==> src/rtl/texel_promote_arbiter.sv <==
// Texel promotion arbiter: two texture samplers share one RGBA5652 -> Q4.12
// promotion datapath. Round-robin grant, locked while the output is stalled,
// one registered output stage tagged with source and request tag, plus
// wrapping per-requester accept counters for performance debug.

package fp_types_pkg;

    // Each channel is widened to 12 bits by bit replication (0 -> 0x000,
    // full scale -> 0xFFF), then its MSB is added so full scale lands on
    // exactly 0x1000 (1.0 in Q4.12) while zero stays at 0x0000.
    function automatic logic [15:0] promote_r5_to_q412(input logic [4:0] x);
        logic [11:0] rep;
        rep = {x, x, x[4:3]};
        return {4'd0, rep} + {15'd0, x[4]};
    endfunction

    function automatic logic [15:0] promote_g6_to_q412(input logic [5:0] x);
        logic [11:0] rep;
        rep = {x, x};
        return {4'd0, rep} + {15'd0, x[5]};
    endfunction

    function automatic logic [15:0] promote_b5_to_q412(input logic [4:0] x);
        logic [11:0] rep;
        rep = {x, x, x[4:3]};
        return {4'd0, rep} + {15'd0, x[4]};
    endfunction

    function automatic logic [15:0] promote_a2_to_q412(input logic [1:0] x);
        logic [11:0] rep;
        rep = {6{x}};
        return {4'd0, rep} + {15'd0, x[1]};
    endfunction

endpackage

module texel_promote_arbiter
    import fp_types_pkg::*;
#(
    parameter int TAG_W = 4,
    parameter int CNT_W = 16
) (
    input  logic             clk,
    input  logic             rst_n,
    input  logic             req0_valid,
    output logic             req0_ready,
    input  logic [17:0]      req0_texel,
    input  logic [TAG_W-1:0] req0_tag,
    input  logic             req1_valid,
    output logic             req1_ready,
    input  logic [17:0]      req1_texel,
    input  logic [TAG_W-1:0] req1_tag,
    output logic             out_valid,
    input  logic             out_ready,
    output logic             out_src,
    output logic [TAG_W-1:0] out_tag,
    output logic [15:0]      out_r_q412,
    output logic [15:0]      out_g_q412,
    output logic [15:0]      out_b_q412,
    output logic [15:0]      out_a_q412,
    output logic [CNT_W-1:0] cnt0,
    output logic [CNT_W-1:0] cnt1
);

    logic             can_accept;
    logic             grant_valid;
    logic             grant_id;
    logic             xfer;
    logic             rr_last;
    logic             lock_valid;
    logic             lock_id;
    logic [17:0]      sel_texel;
    logic [TAG_W-1:0] sel_tag;
    logic [15:0]      prom_r;
    logic [15:0]      prom_g;
    logic [15:0]      prom_b;
    logic [15:0]      prom_a;

    // The output register can take a new texel when empty or being drained.
    assign can_accept = !out_valid || out_ready;

    // Grant selection: a held lock wins; otherwise round-robin on contention.
    // Deliberately independent of out_ready so no combinational loop forms.
    always_comb begin
        // NOTE: every output of a combinational block gets a default first so
        // no path leaves it unassigned, which would infer a latch.
        grant_valid = 1'b0;
        grant_id    = 1'b0;
        if (lock_valid) begin
            grant_valid = 1'b1;
            grant_id    = lock_id;
        end else if (req0_valid && req1_valid) begin
            grant_valid = 1'b1;
            grant_id    = ~rr_last;
        end else if (req0_valid) begin
            grant_valid = 1'b1;
            grant_id    = 1'b0;
        end else if (req1_valid) begin
            grant_valid = 1'b1;
            grant_id    = 1'b1;
        end
    end

    // rst_n gating keeps both ready lines low for the whole reset window.
    assign req0_ready = grant_valid && !grant_id && can_accept && rst_n;
    assign req1_ready = grant_valid &&  grant_id && can_accept && rst_n;
    assign xfer       = (req0_valid && req0_ready) || (req1_valid && req1_ready);

    // Mux the granted requester into the shared promotion datapath.
    always_comb begin
        sel_texel = grant_id ? req1_texel : req0_texel;
        sel_tag   = grant_id ? req1_tag   : req0_tag;
        prom_r    = promote_r5_to_q412(sel_texel[17:13]);
        prom_g    = promote_g6_to_q412(sel_texel[12:7]);
        prom_b    = promote_b5_to_q412(sel_texel[6:2]);
        prom_a    = promote_a2_to_q412(sel_texel[1:0]);
    end

    // Output stage: load on transfer, drain when consumed, else hold.
    always_ff @(posedge clk or negedge rst_n) begin
        if (!rst_n) begin
            out_valid  <= 1'b0;
            out_src    <= 1'b0;
            out_tag    <= '0;
            out_r_q412 <= '0;
            out_g_q412 <= '0;
            out_b_q412 <= '0;
            out_a_q412 <= '0;
        end else if (xfer) begin
            // NOTE: sequential state uses non-blocking assignments so every
            // register samples pre-edge values regardless of statement order.
            out_valid  <= 1'b1;
            out_src    <= grant_id;
            out_tag    <= sel_tag;
            out_r_q412 <= prom_r;
            out_g_q412 <= prom_g;
            out_b_q412 <= prom_b;
            out_a_q412 <= prom_a;
        end else if (out_valid && out_ready) begin
            out_valid  <= 1'b0;
        end
    end

    // Arbitration state: round-robin pointer and stall lock.
    always_ff @(posedge clk or negedge rst_n) begin
        if (!rst_n) begin
            rr_last    <= 1'b1;
            lock_valid <= 1'b0;
            lock_id    <= 1'b0;
        end else if (xfer) begin
            rr_last    <= grant_id;
            lock_valid <= 1'b0;
        end else if (grant_valid && !can_accept) begin
            lock_valid <= 1'b1;
            lock_id    <= grant_id;
        end
    end

    // Per-requester accept counters, wrapping at 2^CNT_W.
    always_ff @(posedge clk or negedge rst_n) begin
        if (!rst_n) begin
            cnt0 <= '0;
            cnt1 <= '0;
        end else begin
            if (req0_valid && req0_ready) cnt0 <= cnt0 + CNT_W'(1);
            if (req1_valid && req1_ready) cnt1 <= cnt1 + CNT_W'(1);
        end
    end

endmodule

==> config.mk <==
export PLATFORM = sky130hd
export DESIGN_NAME = texel_promote_arbiter
export DESIGN_NICKNAME = d
export VERILOG_FILES = /design/src/rtl/texel_promote_arbiter.sv
export SDC_FILE = /design/constraint.sdc
export NUM_CORES = 1
export LEC_CHECK = 0
export ABC_AREA = 1
export ABC_CLOCK_PERIOD_IN_PS = 3720
export CAP_MARGIN = 20
export CORE_ASPECT_RATIO = 0.7
export CORE_UTILIZATION = 40
export CTS_CLUSTER_SIZE = 24
export DETAILED_ROUTE_END_ITERATION = 10
export PLACE_DENSITY = 0.72
export SLEW_MARGIN = 20
export SYNTH_ARGS = -nofsm -noshare
export SYNTH_HDL_FRONTEND = slang
export SYNTH_SLANG_ARGS = --single-unit
==> constraint.sdc <==
create_clock -name clk -period 3.72 [get_ports clk]
set_clock_uncertainty 0.15 [all_clocks]
set_input_delay 0.744 -clock clk [delete_from_list [all_inputs] [get_ports clk]]
set_output_delay 0.744 -clock clk [all_outputs]
set_load 0.05 [all_outputs]
==> results.txt <==
- In this run, distinct cell masters in the synthesized netlist total 35.
- Post-DP HPWL: 8.896 mm
- The area growth from synthesis to layout is 37.33%.
- Arrival time worst endpoint: 2.30 ns
- After clock tree synthesis, the repair step resized 0 gates.
* Number of storage elements in the synthesis netlist: 84
- LEAKAGE: 2.955 nW
- Reg2Reg Depth: 12
* Final Max Tran Viols: 0
- The startpoint identified for the worst register-to-register timing path is rr_last$_DFFE_PN1P_.
- In this run the top signal layer used is met4.
- Register area share after synthesis: 45.21%
- The detailed router placed 4238 vias in this run.
- Starting utilization of the core area: 41.64%
- Fmax: 313.2 MHz
- During synthesis, Yosys emitted a total of 0 warnings.
- Buffers inserted during clock tree synthesis total 9.
- For this run, the detailed router's first-pass iteration total came to 5.
* WS Path Type: in2out
- Total power for the finished layout comes to 5.734 mW.
- Dividing the synthesized area by the synthesized cell count gives 7.818 um2.
- The routed design uses 5.212 mm of met2 wire.
* # port buffers: 140
- Largest buffer count on any clock path: 2
- Area of the die: 12070 um2
- Transition time at the pin with the least slew margin: 0.7116 ns
* Remaining global-route overflow: 0
- The initial antenna violation count was 0.
- For this run, design rule violations remaining after detail routing come to 0.
- Sequential group share of total power: 26.4%
- Global routing consumed, over all layers together, 21.35% of the routing resources.
* TritonCTS clock tree: built
- Power density normalized to cell area: 897.6 nW/um2
* H-tree depth reported by CTS: 3
- Entering global routing, the biggest net connects 79 pins.
* Setup repair after global routing missed its margin: false
- Final worst path period share: 85.84%
- Average vias per placed instance: 4.789
* RR Endpoint: out_b_q412[6]$_DFFE_PN0P_
- Die outline height: 92.23 um
- Number of ports placed on the die boundary: 153
- The detailed router finished its first iteration with 284 violations.
* Standard cell core area: 11170 um2
* X dimension of the die: 130.9 um
- Int Pwr: 2.827 mW
* Total placed cells including tap cells: 869
- Syn Std Cell Area: 4652 um2
- Quantity of hold-fixing buffers added after cts: 0
- Number of cells produced by synthesis: 595
- The finished layout holds 885 standard cells, fillers aside.
* Fraction of power spent switching nets: 50.70%
- Adding up every negative setup slack in the final design gives 0 ns.
- Worst Path Max Fanout: 36
- The clock network burns 15.9% of the power.
- Global-route wire length before repair: 19.82 mm
* Final setup violation count: 0
- Data required time of the worst path: 2.83 ns
- In this run the core area contains 32 standard-cell rows.
- Max-cap violations in this run came to 0.
- Final-stage net count: 786
- For flop-to-flop paths, the worst setup slack is 1.21 ns.
- The tightest min-delay check is of the in2async type.
* Tmin final: 3.193 ns
* Critical path launch point: req1_valid
- The number of global-route vias before repair came to 3969.
* Worst VDD drop: 757.3 uV
* Total length of routed met3 wires: 608 um
* Final hold vios: 0
- Slew margin rel.: 52.56%
- Clock-pin slew was measured on the worst setup and hold paths at 0.06 ns.
* Post-route met1 wirelength: 5.965 mm
- Wires add up to 12.00 mm.
- Of the cells placed in the final design, the portion with a size suffix greater than 1 is 6.284%.
- Clk sink count: 84
- Min Hold Slack: 0.08670 ns
- The worst setup path is captured at an output pin.
- In this run the post-CTS setup repair buffer count came out at 0.
- Net switching power of the design: 2.907 mW
* Detail Route Antenna Nets: 0
- After detailed routing, the average wire length per cell comes to 13.56 um.
- The worst setup path is launched from an input port.
* Result of the run: completed
- Endpoint of the worst setup timing path: req1_ready
* Latest clock arrival within the worst-skew pair: 0.33 ns
- The root buffer cell chosen for the clock tree is sky130_fd_sc_hd__clkbuf_16.
- Of the total power, combinational logic draws 57.8%.
- At the end of routability-driven placement, the weighted congestion stood at 0.8534.
- Antenna Diode Count: 0
power groups by stage:
stage               logic [mW]  registers, mW  clock network, mW
floorplan                 1.26           2.58                  0
global placement          3.27           1.51                  0
detailed placement        3.31           1.52                  0
CTS                       3.33           1.52              0.939
global route              3.54           1.56              0.985
finish                    3.31           1.51              0.910
routing by layer:
layer | GRT usage [%] | vias to the layer above
met5 | 0 | -
met4 | 6.897 | 0
met3 | 4.551 | 18
met2 | 30.95 | 142
met1 | 31.32 | 1968
li1 | - | 2110
per-stage QoR:
stage	setup WS, ns	instance area, um2	util, %
finish	0.5267	6389	57.19
detailed placement	0.4328	6081	54.44
global route	0.4088	6389	57.19
global placement	0.5448	6081	54.44
floorplan	1.007	4693	-
CTS	0.5065	6385	57.16
sequential cells by signal, indices dropped and copies added, names as in the netlist:
register    count
cnt0           16
cnt1           16
out_b_q412     13
out_g_q412     13
out_r_q412     13
out_a_q412      4
out_tag         4
lock_id         1
lock_valid      1
out_src         1
out_valid       1
rr_last         1
cells in the final DEF, fill, tap and decap left out, types with 11 or more instances in the layout:
cell                              count
sky130_fd_sc_hd__clkdlybuf4s50_1    137
sky130_fd_sc_hd__conb_1              12
sky130_fd_sc_hd__xor2_1              11
sky130_fd_sc_hd__o21ai_0             16
sky130_fd_sc_hd__nor2_1              50
sky130_fd_sc_hd__nand2_1            211
sky130_fd_sc_hd__nor3_1              11
sky130_fd_sc_hd__dfrtp_1             83
sky130_fd_sc_hd__nand3_1             41
sky130_fd_sc_hd__xnor2_1             18
sky130_fd_sc_hd__inv_1               50
sky130_fd_sc_hd__o21ai_1             15
worst max-delay path, stage by stage:
cell                              delay [ns]
sky130_fd_sc_hd__clkdlybuf4s50_1        0.58
sky130_fd_sc_hd__nand3_4                0.18
sky130_fd_sc_hd__nand2_8                0.25
sky130_fd_sc_hd__inv_2                  0.16
sky130_fd_sc_hd__nor2_1                 0.20
sky130_fd_sc_hd__buf_12                 0.17
cell type report:
type	count	area, um2
sequential	84	2103
fill	1014	4782
clock inverter	4	47.55
tap	153	191.4
timing repair buffer	146	1468
multi-input combinational	433	2123
inverter	53	198.9
clock buffer	12	256.5
logic make-up (layout without fill, tap and decap cells):
family	Yosys count	in the layout	share of synthesized area [%]
simple gates	342	342	31.87
buf+inv	89	215	10.03
flops	84	84	45.21
compound gates	40	40	4.653
xor+xnor	29	29	5.460
fa+ha+maj	10	10	2.690
other cells	1	12	0.08061
worst min-delay path by stage:
stage / end / start / depth (start not counted)
3_5_place_dp: out_src$_DFFE_PN0P_ / out_src$_DFFE_PN0P_ / 2
6_report: lock_id$_DFFE_PN0P_ / rst_n / 1
2_1_floorplan: rr_last$_DFFE_PN1P_ / rr_last$_DFFE_PN1P_ / 2
3_3_place_gp: rr_last$_DFFE_PN1P_ / rr_last$_DFFE_PN1P_ / 2
5_1_grt: lock_id$_DFFE_PN0P_ / rst_n / 1
4_1_cts: lock_id$_DFFE_PN0P_ / rst_n / 1
Yosys cell counts:
library cell               instances  area share, %
sky130_fd_sc_hd__buf_8             1           0.32
sky130_fd_sc_hd__nand3_1          41            4.4
sky130_fd_sc_hd__dfrtp_1          83             45
sky130_fd_sc_hd__o21ai_1          15            1.6
sky130_fd_sc_hd__o31ai_1           1           0.16
sky130_fd_sc_hd__buf_4            22            3.6
sky130_fd_sc_hd__o21ai_0          16            1.7
sky130_fd_sc_hd__buf_6             4           0.97
sky130_fd_sc_hd__nand3_4           1           0.38
sky130_fd_sc_hd__nand2_1         211             17
sky130_fd_sc_hd__nand2_2           7           0.94
sky130_fd_sc_hd__xnor2_1          18            3.4
sky130_fd_sc_hd__buf_2             7           0.75
sky130_fd_sc_hd__dfstp_2           1           0.56
sky130_fd_sc_hd__nand4_4           1           0.46
sky130_fd_sc_hd__clkbuf_1          2           0.16
sky130_fd_sc_hd__o22ai_1           1           0.13
sky130_fd_sc_hd__nand3b_1          3           0.48
sky130_fd_sc_hd__nor3_1           11            1.2
sky130_fd_sc_hd__nor2_2            2           0.27
sky130_fd_sc_hd__inv_2             3           0.24
sky130_fd_sc_hd__xor2_1           11            2.1
sky130_fd_sc_hd__conb_1            1          0.081
sky130_fd_sc_hd__nand2_8           1           0.43
sky130_fd_sc_hd__o21ai_2           2           0.38
sky130_fd_sc_hd__nand3_2           2           0.43
sky130_fd_sc_hd__a21oi_1           1           0.11
sky130_fd_sc_hd__ha_1             10            2.7
sky130_fd_sc_hd__a31oi_1           4           0.54
sky130_fd_sc_hd__nand4_1           8            1.1
sky130_fd_sc_hd__nor4_1            1           0.13
sky130_fd_sc_hd__inv_1            50            4.0
sky130_fd_sc_hd__or2_1             1           0.13
sky130_fd_sc_hd__nor2_4            2           0.48
sky130_fd_sc_hd__nor2_1           50            4.0
(Power assumes the default switching activity.)
